===== src/rtl/uart_tx_frame.sv =====
`default_nettype none
// ============================================================================
// Module   : uart_tx_frame
// Purpose  : UART transmit frame engine. Serialises one character per
//            handshake as start, 5..9 data bits LSB first, optional even
//            parity, and one or two stop bits, timed by a bit-period divider.
// Revision : 1.0 - initial release
// ============================================================================
module uart_tx_frame #(
  parameter int DIV_WIDTH  = 16,
  parameter int DATA_WIDTH = 9
) (
  input  logic                  clk,
  input  logic                  rst,
  input  logic [DIV_WIDTH-1:0]  divider,
  input  logic                  en_tx,
  input  logic [4:0]            frame_len,
  input  logic                  parity,
  input  logic                  dstop,
  input  logic                  flow_control,
  input  logic                  cts_n,
  input  logic [DATA_WIDTH-1:0] s_data,
  input  logic                  s_valid,
  output logic                  s_ready,
  output logic                  tx,
  output logic                  busy,
  output logic                  frame_done
);

  // ST_DATA covers D1..D9; the current data bit index lives in bit_q.
  typedef enum logic [2:0] {
    ST_IDLE   = 3'd0,
    ST_START  = 3'd1,
    ST_DATA   = 3'd2,
    ST_PARITY = 3'd3,
    ST_STOP   = 3'd4,
    ST_DSTOP  = 3'd5
  } state_t;

  state_t                state_q, state_d;
  logic [DIV_WIDTH-1:0]  cnt_q, cnt_d;
  logic [DIV_WIDTH-1:0]  div_q, div_d;
  logic [3:0]            len_q, len_d;
  logic [3:0]            bit_q, bit_d;
  logic                  par_q, par_d;
  logic                  dstop_q, dstop_d;
  logic [DATA_WIDTH-1:0] data_q, data_d;
  logic                  tx_q, tx_d;
  logic                  done_q, done_d;

  logic [3:0]            len_clamped;
  logic [DATA_WIDTH-1:0] len_mask;
  logic                  bit_end;
  logic                  accept;

  // Clamp the requested frame length into the legal 5..9 range.
  always_comb begin
    if (frame_len < 5'd5)      len_clamped = 4'd5;
    else if (frame_len > 5'd9) len_clamped = 4'd9;
    else                       len_clamped = frame_len[3:0];
  end

  // Keep only the data bits that will actually be sent, so parity is a plain XOR.
  always_comb begin
    len_mask = '0;
    for (int i = 0; i < DATA_WIDTH; i++) begin
      len_mask[i] = (i < int'(len_clamped));
    end
  end

  assign s_ready = (state_q == ST_IDLE) && en_tx && (!flow_control || !cts_n);
  assign accept  = s_valid && s_ready;
  assign bit_end = (cnt_q == div_q);

  // Next-state, frame parameter capture and next tx level.
  always_comb begin
    state_d = state_q;
    cnt_d   = cnt_q;
    div_d   = div_q;
    len_d   = len_q;
    bit_d   = bit_q;
    par_d   = par_q;
    dstop_d = dstop_q;
    data_d  = data_q;
    done_d  = 1'b0;
    tx_d    = 1'b1;

    if (state_q == ST_IDLE) begin
      if (accept) begin
        state_d = ST_START;
        cnt_d   = '0;
        bit_d   = '0;
        div_d   = divider;
        len_d   = len_clamped;
        par_d   = parity;
        dstop_d = dstop;
        data_d  = s_data & len_mask;
      end
    end else if (!bit_end) begin
      cnt_d = cnt_q + 1'b1;
    end else begin
      cnt_d = '0;
      unique case (state_q)
        ST_START: begin
          state_d = ST_DATA;
          bit_d   = '0;
        end
        ST_DATA: begin
          if (bit_q == len_q - 4'd1) state_d = par_q ? ST_PARITY : ST_STOP;
          else                       bit_d   = bit_q + 4'd1;
        end
        ST_PARITY: state_d = ST_STOP;
        ST_STOP: begin
          if (dstop_q) begin
            state_d = ST_DSTOP;
          end else begin
            state_d = ST_IDLE;
            done_d  = 1'b1;
          end
        end
        ST_DSTOP: begin
          state_d = ST_IDLE;
          done_d  = 1'b1;
        end
        default: state_d = ST_IDLE;
      endcase
    end

    unique case (state_d)
      ST_START:  tx_d = 1'b0;
      ST_DATA:   tx_d = data_d[bit_d];
      ST_PARITY: tx_d = ^data_d;
      default:   tx_d = 1'b1;
    endcase
  end

  // State and datapath registers; reset forces the line idle-high at once.
  always_ff @(posedge clk or posedge rst) begin
    if (rst) begin
      state_q <= ST_IDLE;
      cnt_q   <= '0;
      div_q   <= '0;
      len_q   <= 4'd5;
      bit_q   <= '0;
      par_q   <= 1'b0;
      dstop_q <= 1'b0;
      data_q  <= '0;
      tx_q    <= 1'b1;
      done_q  <= 1'b0;
    end else begin
      state_q <= state_d;
      cnt_q   <= cnt_d;
      div_q   <= div_d;
      len_q   <= len_d;
      bit_q   <= bit_d;
      par_q   <= par_d;
      dstop_q <= dstop_d;
      data_q  <= data_d;
      tx_q    <= tx_d;
      done_q  <= done_d;
    end
  end

  assign tx         = tx_q;
  assign busy       = (state_q != ST_IDLE);
  assign frame_done = done_q;

endmodule
`default_nettype wire

===== config.mk =====
export PLATFORM = sky130hd
export DESIGN_NAME = uart_tx_frame
export DESIGN_NICKNAME = d
export VERILOG_FILES = /design/src/rtl/uart_tx_frame.sv
export SDC_FILE = /design/constraint.sdc
export NUM_CORES = 1
export LEC_CHECK = 0
export ABC_CLOCK_PERIOD_IN_PS = 3660
export BUFFER_PORTS_ARGS = -buffer_cell sky130_fd_sc_hd__buf_2
export CORE_MARGIN = 3
export CORE_UTILIZATION = 40
export DETAILED_ROUTE_END_ITERATION = 7
export HOLD_SLACK_MARGIN = 0.12
export PLACE_DENSITY = 0.67
export RECOVER_POWER = 50
export SLEW_MARGIN = 10
export SYNTH_ARGS = -nofsm -noshare
export SYNTH_HDL_FRONTEND = slang
export SYNTH_SLANG_ARGS = --single-unit

===== constraint.sdc =====
create_clock -name clk -period 3.66 [get_ports clk]
set_clock_uncertainty 0.05 [all_clocks]
set_input_delay 0.549 -clock clk [delete_from_list [all_inputs] [get_ports clk]]
set_output_delay 0.549 -clock clk [all_outputs]
set_load 0.05 [all_outputs]

==> impl_metrics.py, run 1 <==
metrics = {
    "critical_path": {
        "rr_endpoint": "tx$_DFF_PP1_",
        "critPathLaunchType": "flop",
        "end_kind": "flop",
        "path_max_fanout": 6,
        "ff2ff_setup_slack_ps": 680,
        "worstSetupPathType": "reg2reg",
        "r2r_start": "len_q[0]$_DFFE_PP1P_",
        "cp.arrival_ps": 3180,
        "worstPathRequired_ps": 3850,
        "crit_start": "len_q[0]$_DFFE_PP1P_",
        "r2r_cells": 10,
        "crit_path_end": "tx$_DFF_PP1_",
    },
    "global_routing": {
        "grt_util_met1": 0.2156,
        "busiest_layer": "met2",
        "antenna_found_initial": 0,
        "use_met2": 0.2772,
        "met3_usage": 0.02709,
        "grt.total_usage": 0.1607,
        "grt_max_degree": 42,
        "grt_pass1_vias": 2437,
        "grt_pass1_wl_um": 11470,
        "gr-total-overflow": 0,
    },
    "timing": {
        "final_hold_viol_count": 0,
        "slew_viol_final": 42,
        "tightest_slew_ps": 1544,
        "fin_crit_sh": 0.8150,
        "finalCriticalPeriod_ps": 2983,
        "setup_viol": 0,
        "rsz0062_at_grt": "false",
        "setup_tns_ps": 0,
        "max_freq_mhz": 335.2,
        "timing.slew.headroom": -0.03080,
        "timing.hold.ws_ps": 372.9,
    },
    "detailed_routing": {
        "drt-total-wl_um": 6720,
        "antenna_left": 0,
        "drt_first_iter_violations": 100,
        "wl_per_cell_um": 13.94,
        "vias_per_cell": 5.201,
        "drc_errors": 0,
        "vias": 2507,
        "firstDrtPassIters": 4,
    },
    "clock_network": {
        "clkLatencyLatePin_ps": 310,
        "cts_tree": "built",
        "cts.repair.resized": 0,
        "cts_sinks": 56,
        "cts_setup_buffers": 0,
        "root_buffer": "clkbuf_8",
        "cts_htree_levels": 2,
        "hold_buffers": 0,
        "cts_buffer_depth": 2,
        "clkTransAtPathRegs_ps": 110,
        "cts_made_buffers": 5,
    },
    "floorplan": {
        "design.core.area_sq_um": 7408,
        "start_util": 0.4231,
        "die_area_sq_um": 8934,
        "io_pins": 42,
        "die_h_um": 94.52,
        "rows": 31,
        "die_w_um": 94.52,
    },
    "synthesis": {
        "synth_common_cells": "nand2_1, dfrtp_1, o21ai_0, xor2_1",
        "synth.top_cell.area_share": 0.4232,
        "syn_avg_cell_area_sq_um": 9.218,
        "async_flop_share": 1.000,
        "synth_top_area_cell": "dfrtp_1",
        "syn-num-nets": 381,
        "netlist_instances": 340,
        "ys_ff_latch": 56,
        "synth_edf_count": 0,
        "ys_warn_count": 0,
        "synth_area_leaders": "dfrtp_1, nand2_1, xor2_1",
        "synth_flop_cell": "dfrtp_1",
        "syn_area_sq_um": 3134,
        "ys_types": 56,
        "synth_seq_area_share": 0.4483,
        "yosysMostFrequentCell": "nand2_1",
    },
    "place": {
        "dp.cells": 474,
        "gp_congestion": 0.9035,
        "port_buffers": 41,
        "dp_hpwl_um": 4886,
        "detailed_place.area_sq_um": 3460,
    },
    "layout": {
        "fillCellCount": 710,
        "final_layout_size_suffix_gt1_frac": 0.1854,
        "nets": 423,
        "syn_to_final_growth_pct": 13.13,
        "num_antenna_cells": 0,
        "fin_cells": 482,
        "stdcell_area_sq_um": 3546,
    },
    "power_and_ir_drop": {
        "power.leakage_nw": 1.728,
        "p_per_area_nw_per_um2": 658.8,
        "irDropWorstVdd_mv": 0.3597,
        "power.total_mw": 2.336,
    },
    "status": {
        "status": "complete, but fails checks",
        "violations": "capacitance limit, slew limit",
    },
    "min_path": {
        "hold_class": "in2reg",
    },
    "flow_run": {
        "max_cap_violations": 1,
    },
}
area by class of cell:
cell class	instances	area, sq um	share of cell area
clock buffer	5	68.82	0.01941
clock inverter	3	23.77	0.006704
inverter	12	50.05	0.01411
multi-input combinational	258	1615	0.4555
sequential	56	1405	0.3963
tap	99	123.9	0.03493
timing repair buffer	49	259.0	0.07304
cells in the final DEF, fill, tap and decap left out, types with 2 or more instances in the layout:
cell type and count:
dfrtp_1 53, nor2_1 15, nor3_1 4, inv_1 11
xor2_1 23, nor4_1 5, a21oi_1 5, a31oi_1 5
dfstp_2 3, nand4_1 2, buf_4 7, xnor2_1 13
o211ai_1 3, nor2b_1 4, ha_1 3, clkinv_4 2
and3_1 12, nand3_1 15, o31ai_1 3, mux2i_1 6
buf_2 39, o21ai_0 30, o21ai_1 2, mux2_2 7
clkbuf_8 5, nand2_1 68, clkinvlp_4 2, nor3b_1 2
and2_1 3, clkbuf_1 3, nand2b_1 2
routing by layer:
layer / wire length [um] / vias up
li1: - / 1262
met1: 3090 / 1211
met2: 3442 / 32
met3: 164 / 2
met4: 23 / 0
met5: 0 / -
power breakdown:
part / switching [mW] / total (mW) / internal [mW]
clock network: 0.211 / 0.347 / 0.136
registers: 0.204 / 1.05 / 0.848
logic: 0.481 / 0.937 / 0.457
total: 0.896 / 2.34 / 1.44
worst min-delay path by stage:
| stage | start | endpoint | slack [ps] | cells after the start |
|---|---|---|---|---|
| 2_1_floorplan | dstop_q$_DFFE_PP0P_ | dstop_q$_DFFE_PP0P_ | 400 | 2 |
| 3_3_place_gp | dstop_q$_DFFE_PP0P_ | dstop_q$_DFFE_PP0P_ | 430 | 2 |
| 3_5_place_dp | div_q[7]$_DFFE_PP0P_ | div_q[7]$_DFFE_PP0P_ | 430 | 2 |
| 4_1_cts | divider[0] | div_q[0]$_DFFE_PP0P_ | 370 | 3 |
| 5_1_grt | divider[6] | div_q[6]$_DFFE_PP0P_ | 370 | 3 |
| 6_report | divider[0] | div_q[0]$_DFFE_PP0P_ | 370 | 3 |
metrics by stage:
step | utilization | setup WS (ps)
after global placement | 0.4670 | 779.7
after floorplan | - | 918.6
after detailed placement | 0.4670 | 710.7
after global routing | 0.4786 | 481.0
final | 0.4786 | 677.1
after CTS | 0.4795 | 660.9
registers in the layout, summed over array words and instances (netlist names):
signal / flops
bit_q: 4
div_q: 16
dstop_q: 1
cnt_q: 16
par_q: 1
state_q: 3
data_q: 9
tx: 1
frame_done: 1
len_q: 4
critical path, cell delays in order, from the launching register on:
cell	delay, ps
dfstp_2	570
inv_1	60
ha_1	300
xnor2_1	120
nor3_1	440
nand2_1	180
mux2i_1	160
o32ai_2	400
nor3b_1	90
a311o_1	360
a31o_1	180
kinds of logic (layout without fill, tap and decap cells):
kind of cell | after synthesis | count (layout) | share of synthesized area
AO/OA/AOI/OAI | 64 | 64 | 0.1349
AND/OR/NAND/NOR | 141 | 141 | 0.2160
adder cells (fa/ha/maj) | 3 | 3 | 0.01198
flip-flops | 56 | 56 | 0.4483
XOR/XNOR | 37 | 37 | 0.1082
multiplexers | 13 | 13 | 0.04431
buffers and inverters | 26 | 69 | 0.03632
Note: power is estimated with default switching activity, not from simulation.
==> inputs of run 2 (changes only) <==
--- a/config.mk
+++ b/config.mk
@@ -5,7 +5,7 @@
 export SDC_FILE = /design/constraint.sdc
 export NUM_CORES = 1
 export LEC_CHECK = 0
-export ABC_CLOCK_PERIOD_IN_PS = 3660
+export ABC_CLOCK_PERIOD_IN_PS = 2800
 export BUFFER_PORTS_ARGS = -buffer_cell sky130_fd_sc_hd__buf_2
 export CORE_MARGIN = 3
 export CORE_UTILIZATION = 40
==> constraint.sdc (replaced) <==
create_clock -name clk -period 2.8 [get_ports clk]
set_clock_uncertainty 0.05 [all_clocks]
set_input_delay 0.42 -clock clk [delete_from_list [all_inputs] [get_ports clk]]
set_output_delay 0.42 -clock clk [all_outputs]
set_load 0.05 [all_outputs]
==> impl_metrics.py, run 2 (synthesis results as in run 1) <==
metrics = {
    "status": {
        "status": "completed",
    },
    "floorplan": {
        "rows": 31,
        "io_pins": 42,
        "die_area_sq_um": 8934,
        "die_w_um": 94.52,
        "design.core.area_sq_um": 7408,
        "die_h_um": 94.52,
        "start_util": 0.4231,
    },
    "timing": {
        "tightest_slew_ps": 1109,
        "fin_crit_sh": 0.9810,
        "setup_tns_ps": 0,
        "max_freq_mhz": 364.1,
        "setup_viol": 0,
        "slew_viol_final": 0,
        "fin_ws_ps": 53.18,
        "timing.slew.headroom": 0.2609,
        "final_hold_viol_count": 0,
        "rsz0062_at_grt": "true",
        "finalCriticalPeriod_ps": 2747,
    },
    "place": {
        "place_ws_ps": -15.01,
        "gp_congestion": 0.8705,
        "port_buffers": 41,
        "dp_hpwl_um": 5163,
    },
    "power_and_ir_drop": {
        "power.total_mw": 3.222,
        "p_per_area_nw_per_um2": 851.4,
        "power.leakage_nw": 1.860,
        "irDropWorstVdd_mv": 0.4691,
    },
    "flow_run": {
        "max_cap_violations": 0,
    },
    "critical_path": {
        "crit_path_cell_trace": "inv_1 > ha_1 > xnor2_1 > nor3_2 > and2_4 > or4_4 > and3_4 > clkinv_4 > nor3_2 > a311o_1 > a31o_1",
        "ff2ff_setup_slack_ps": 50,
        "slowest_delay_ps": 540,
        "path_max_fanout": 5,
        "cp_slowest_cell": "dfstp_2",
        "worstSetupPathType": "reg2reg",
        "end_kind": "flop",
        "worstPathRequired_ps": 3000,
        "cp.arrival_ps": 2940,
        "critPathLaunchType": "flop",
        "worst_path_most_repeated_cell": "nor3_2",
    },
    "min_path": {
        "hold_class": "in2reg",
    },
    "layout": {
        "num_antenna_cells": 0,
        "layout_commonest_cell": "nand2_1",
        "reg_top3": "cnt_q: 16 flops, div_q: 16 flops, data_q: 9 flops",
        "final_layout_size_suffix_gt1_frac": 0.2482,
        "layout_common_cells": "nand2_1, dfrtp_1, buf_2, o21ai_0, buf_4",
        "nets": 447,
        "syn_to_final_growth_pct": 20.72,
        "final_util": 0.5107,
        "fillCellCount": 703,
    },
    "clock_network": {
        "cts_made_buffers": 5,
        "cts_tree": "built",
        "clkTransAtPathRegs_ps": 100,
        "cts_htree_levels": 2,
        "cts_sinks": 56,
        "cts_buffer_depth": 2,
        "clkLatencyLatePin_ps": 310,
        "root_buffer": "clkbuf_8",
    },
    "detailed_routing": {
        "drc_errors": 0,
        "antenna_left": 0,
        "drt_first_iter_violations": 104,
        "drt-total-wl_um": 7146,
        "firstDrtPassIters": 4,
        "wl_per_cell_um": 14.12,
        "vias": 2591,
        "vias_per_cell": 5.121,
    },
    "global_routing": {
        "met3_usage": 0.02789,
        "grt.total_usage": 0.1688,
        "gr-total-overflow": 0,
        "grt_pass1_wl_um": 12020,
        "grt_pass1_vias": 2629,
        "grt_max_degree": 35,
        "antenna_found_initial": 0,
        "grt_util_met1": 0.2126,
        "use_met2": 0.2973,
        "busiest_layer": "met2",
    },
}
-- run 2: final timing paths --
path                                  startpoint  cells past startpoint                    end
hold reg to reg            div_q[10]$_DFFE_PP0P_                      2  div_q[10]$_DFFE_PP0P_
setup reg to reg            len_q[0]$_DFFE_PP1P_                     11           tx$_DFF_PP1_
min in group asynchronous                    rst                      3    data_q[5]$_DFF_PP0_
setup / recovery            len_q[0]$_DFFE_PP1P_                     11           tx$_DFF_PP1_
hold / removal                       divider[11]                      3  div_q[11]$_DFFE_PP0P_
max in group asynchronous                    rst                      4  cnt_q[15]$_DFFE_PP0P_
-- run 2: report_power, final --
part           total [mW]  leakage [nW]  switching [mW]  internal (mW)
Sequential           1.34         0.711           0.228           1.11
Combinational        1.43          1.10           0.735          0.698
Clock               0.452        0.0445           0.274          0.178
Total                3.22          1.86            1.24           1.98
-- run 2: timing repair --
action / 4_1_cts / 5_1_grt
gates cloned: 0 / 1
resized for setup: 4 / 8
hold buffers: 1 / 0
hold endpoints to repair: 18 / 0
endpoints found under the setup margin: 1 / 1
pin swaps: 4 / 6
setup buffers: 1 / 4
-- run 2: stage by stage --
| step | area (sq um) | hold WS [ps] | std cells |
|---|---|---|---|
| after floorplan | 3134 | 402.8 | 340 |
| final | 3784 | 237.8 | 506 |
| after global routing | 3784 | 236.1 | 506 |
| after detailed placement | 3600 | 425.5 | 491 |
| after global placement | 3600 | 418.1 | 491 |
| after CTS | 3722 | 227.7 | 501 |
-- run 2: area by class of cell --
type | instances | area [sq um] | area share
clock buffer | 5 | 68.82 | 0.01819
sequential | 56 | 1405 | 0.3714
inverter | 12 | 50.05 | 0.01323
multi-input combinational | 258 | 1662 | 0.4392
clock inverter | 3 | 21.27 | 0.005622
timing repair buffer | 73 | 452.9 | 0.1197
tap | 99 | 123.9 | 0.03274
-- run 2: metal layers --
| layer | wire [um] | vias up |
|---|---|---|
| met3 | 173 | 8 |
| li1 | - | 1309 |
| met5 | 0 | - |
| met4 | 70 | 0 |
| met2 | 3733 | 25 |
| met1 | 3169 | 1249 |
-- run 2: critical path: cells and delay by family (launching register included) --
kind / cells / cell delay, ps
flops: 1 / 540
simple gates: 5 / 1010
buf+inv: 2 / 100
xor+xnor: 1 / 170
compound gates: 2 / 510
fa+ha+maj: 1 / 300
==> inputs of run 3 (changes only) <==
--- a/config.mk
+++ b/config.mk
@@ -9,10 +9,12 @@
 export BUFFER_PORTS_ARGS = -buffer_cell sky130_fd_sc_hd__buf_2
 export CORE_MARGIN = 3
 export CORE_UTILIZATION = 40
+export CTS_BUF_LIST = sky130_fd_sc_hd__clkbuf_4
 export DETAILED_ROUTE_END_ITERATION = 7
 export HOLD_SLACK_MARGIN = 0.12
 export PLACE_DENSITY = 0.67
 export RECOVER_POWER = 50
+export SKIP_CTS_REPAIR_TIMING = 1
 export SLEW_MARGIN = 10
 export SYNTH_ARGS = -nofsm -noshare
 export SYNTH_HDL_FRONTEND = slang
==> impl_metrics.py, run 3 (synthesis results as in run 1) <==
metrics = {
    "detailed_routing": {
        "vias": 2605,
        "wl_per_cell_um": 14.17,
        "drt_first_iter_violations": 129,
        "antenna_left": 0,
        "drt-total-wl_um": 7155,
        "vias_per_cell": 5.158,
        "drc_errors": 0,
        "firstDrtPassIters": 4,
    },
    "layout": {
        "num_antenna_cells": 0,
        "layout_common_cells": "nand2_1, dfrtp_1, buf_2, o21ai_0, buf_4",
        "nets": 446,
        "stdcell_area_sq_um": 3749,
        "fin_cells": 505,
        "fillCellCount": 713,
        "layout_commonest_cell": "nand2_1",
        "syn_to_final_growth_pct": 19.60,
        "final_layout_size_suffix_gt1_frac": 0.2463,
        "final_util": 0.5060,
        "reg_top3": "cnt_q: 16 flops, div_q: 16 flops, data_q: 9 flops",
    },
    "status": {
        "status": "completed",
    },
    "floorplan": {
        "die_w_um": 94.52,
        "die_h_um": 94.52,
        "io_pins": 42,
        "rows": 31,
        "design.core.area_sq_um": 7408,
        "start_util": 0.4231,
        "die_area_sq_um": 8934,
    },
    "critical_path": {
        "path_buf_inv": 2,
        "ff2ff_setup_slack_ps": 4,
        "crit_path_cell_trace": "inv_1 > ha_1 > xnor2_1 > nor3_2 > and2_4 > o31ai_4 > a32oi_4 > buf_4 > o311a_1 > a311o_1 > a31o_1",
        "rr_endpoint": "tx$_DFF_PP1_",
        "worstPathRequired_ps": 3070,
        "crit_start": "len_q[0]$_DFFE_PP1P_",
        "cp_slowest_cell": "dfstp_2",
        "end_kind": "flop",
        "path_max_fanout": 4,
        "cp.arrival_ps": 3070,
        "worstSetupPathType": "reg2reg",
        "critPathLaunchType": "flop",
        "r2r_cells": 11,
        "cpLargestDelayFamily": "compound AO/OA/AOI/OAI gates",
        "r2r_start": "len_q[0]$_DFFE_PP1P_",
        "slowest_delay_ps": 560,
    },
    "global_routing": {
        "grt.total_usage": 0.1685,
        "grt_pass1_wl_um": 11950,
        "antenna_found_initial": 0,
        "grt_pass1_vias": 2604,
        "gr-total-overflow": 0,
        "grt_max_degree": 35,
    },
    "power_and_ir_drop": {
        "irDropWorstVdd_mv": 0.4704,
        "p_per_area_nw_per_um2": 836.7,
        "power.leakage_nw": 1.849,
    },
    "timing": {
        "setup_viol": 0,
        "slew_viol_final": 0,
        "finalCriticalPeriod_ps": 2796,
        "final_hold_viol_count": 0,
        "timing.slew.headroom": 0.2607,
        "tightest_slew_ps": 1109,
        "fin_crit_sh": 0.9984,
        "max_freq_mhz": 357.7,
        "fin_ws_ps": 4.423,
        "rsz0062_at_grt": "true",
    },
    "place": {
        "port_buffers": 41,
        "gp_congestion": 0.8705,
        "dp.cells": 491,
        "place_ws_ps": -15.01,
        "dp_hpwl_um": 5163,
        "detailed_place.area_sq_um": 3600,
    },
    "clock_network": {
        "cts_sinks": 56,
        "root_buffer": "clkbuf_4",
        "clkLatencyLatePin_ps": 390,
        "cts_htree_levels": 2,
        "cts_buffer_depth": 2,
        "cts_tree": "built",
        "clkTransAtPathRegs_ps": 170,
        "cts_made_buffers": 5,
    },
    "min_path": {
        "hold_class": "in2reg",
        "min_path_cells": 3,
        "worst_hold_path.endpoint": "div_q[11]$_DFFE_PP0P_",
        "min_from": "divider[11]",
    },
    "flow_run": {
        "max_cap_violations": 0,
    },
}
run 3: changes by cell type in the layout (fill, tap and decap cells not counted), sizes merged:
cell,change
clkbuf,-1
run 3: area by class of cell:
cell class                 instances  area (sq um)  share of cell area
inverter                          12         50.05             0.01335
sequential                        56          1405              0.3748
clock buffer                       5         37.54             0.01001
tap                               99         123.9             0.03304
clock inverter                     3         21.27            0.005674
timing repair buffer              72         446.7              0.1192
multi-input combinational        258          1664              0.4439
run 3: report_power, final:
group,switching (mW),total [mW],internal [mW]
clock,0.264,0.364,0.100
combinational,0.741,1.44,0.699
sequential,0.227,1.33,1.11
run 3: through the flow:
step	power, mW	setup TNS [ps]	hold slack [ps]
2_1_floorplan	2.323	0	402.8
3_3_place_gp	2.693	0	418.1
3_5_place_dp	2.715	-15.01	425.5
4_1_cts	3.091	-61.32	-14.04
5_1_grt	3.412	-86.21	135.4
6_report	3.137	0	154.0
run 3: how the worst max path moves through the flow:
stage	to	slack (ps)	cells after the start
6_report	tx$_DFF_PP1_	4	11
5_1_grt	tx$_DFF_PP1_	-90	11
4_1_cts	tx$_DFF_PP1_	-60	11
3_5_place_dp	tx$_DFF_PP1_	-20	10
3_3_place_gp	tx$_DFF_PP1_	50	11
2_1_floorplan	tx$_DFF_PP1_	60	12
run 3: worst reg2reg max path: cells and delay by family, from the launching register on:
family	cells	cell delay, ps
compound gates	5	1180
flops	1	560
fa+ha+maj	1	300
simple gates	2	260
buf+inv	2	230
xor+xnor	1	170
run 3: per-layer routing:
| layer | wire length (um) | up-vias | track usage |
|---|---|---|---|
| li1 | - | 1312 | - |
| met2 | 3687 | 28 | 0.2937 |
| met1 | 3182 | 1253 | 0.2146 |
| met5 | 0 | - | 0 |
| met3 | 170 | 12 | 0.02789 |
| met4 | 114 | 0 | 0.05048 |
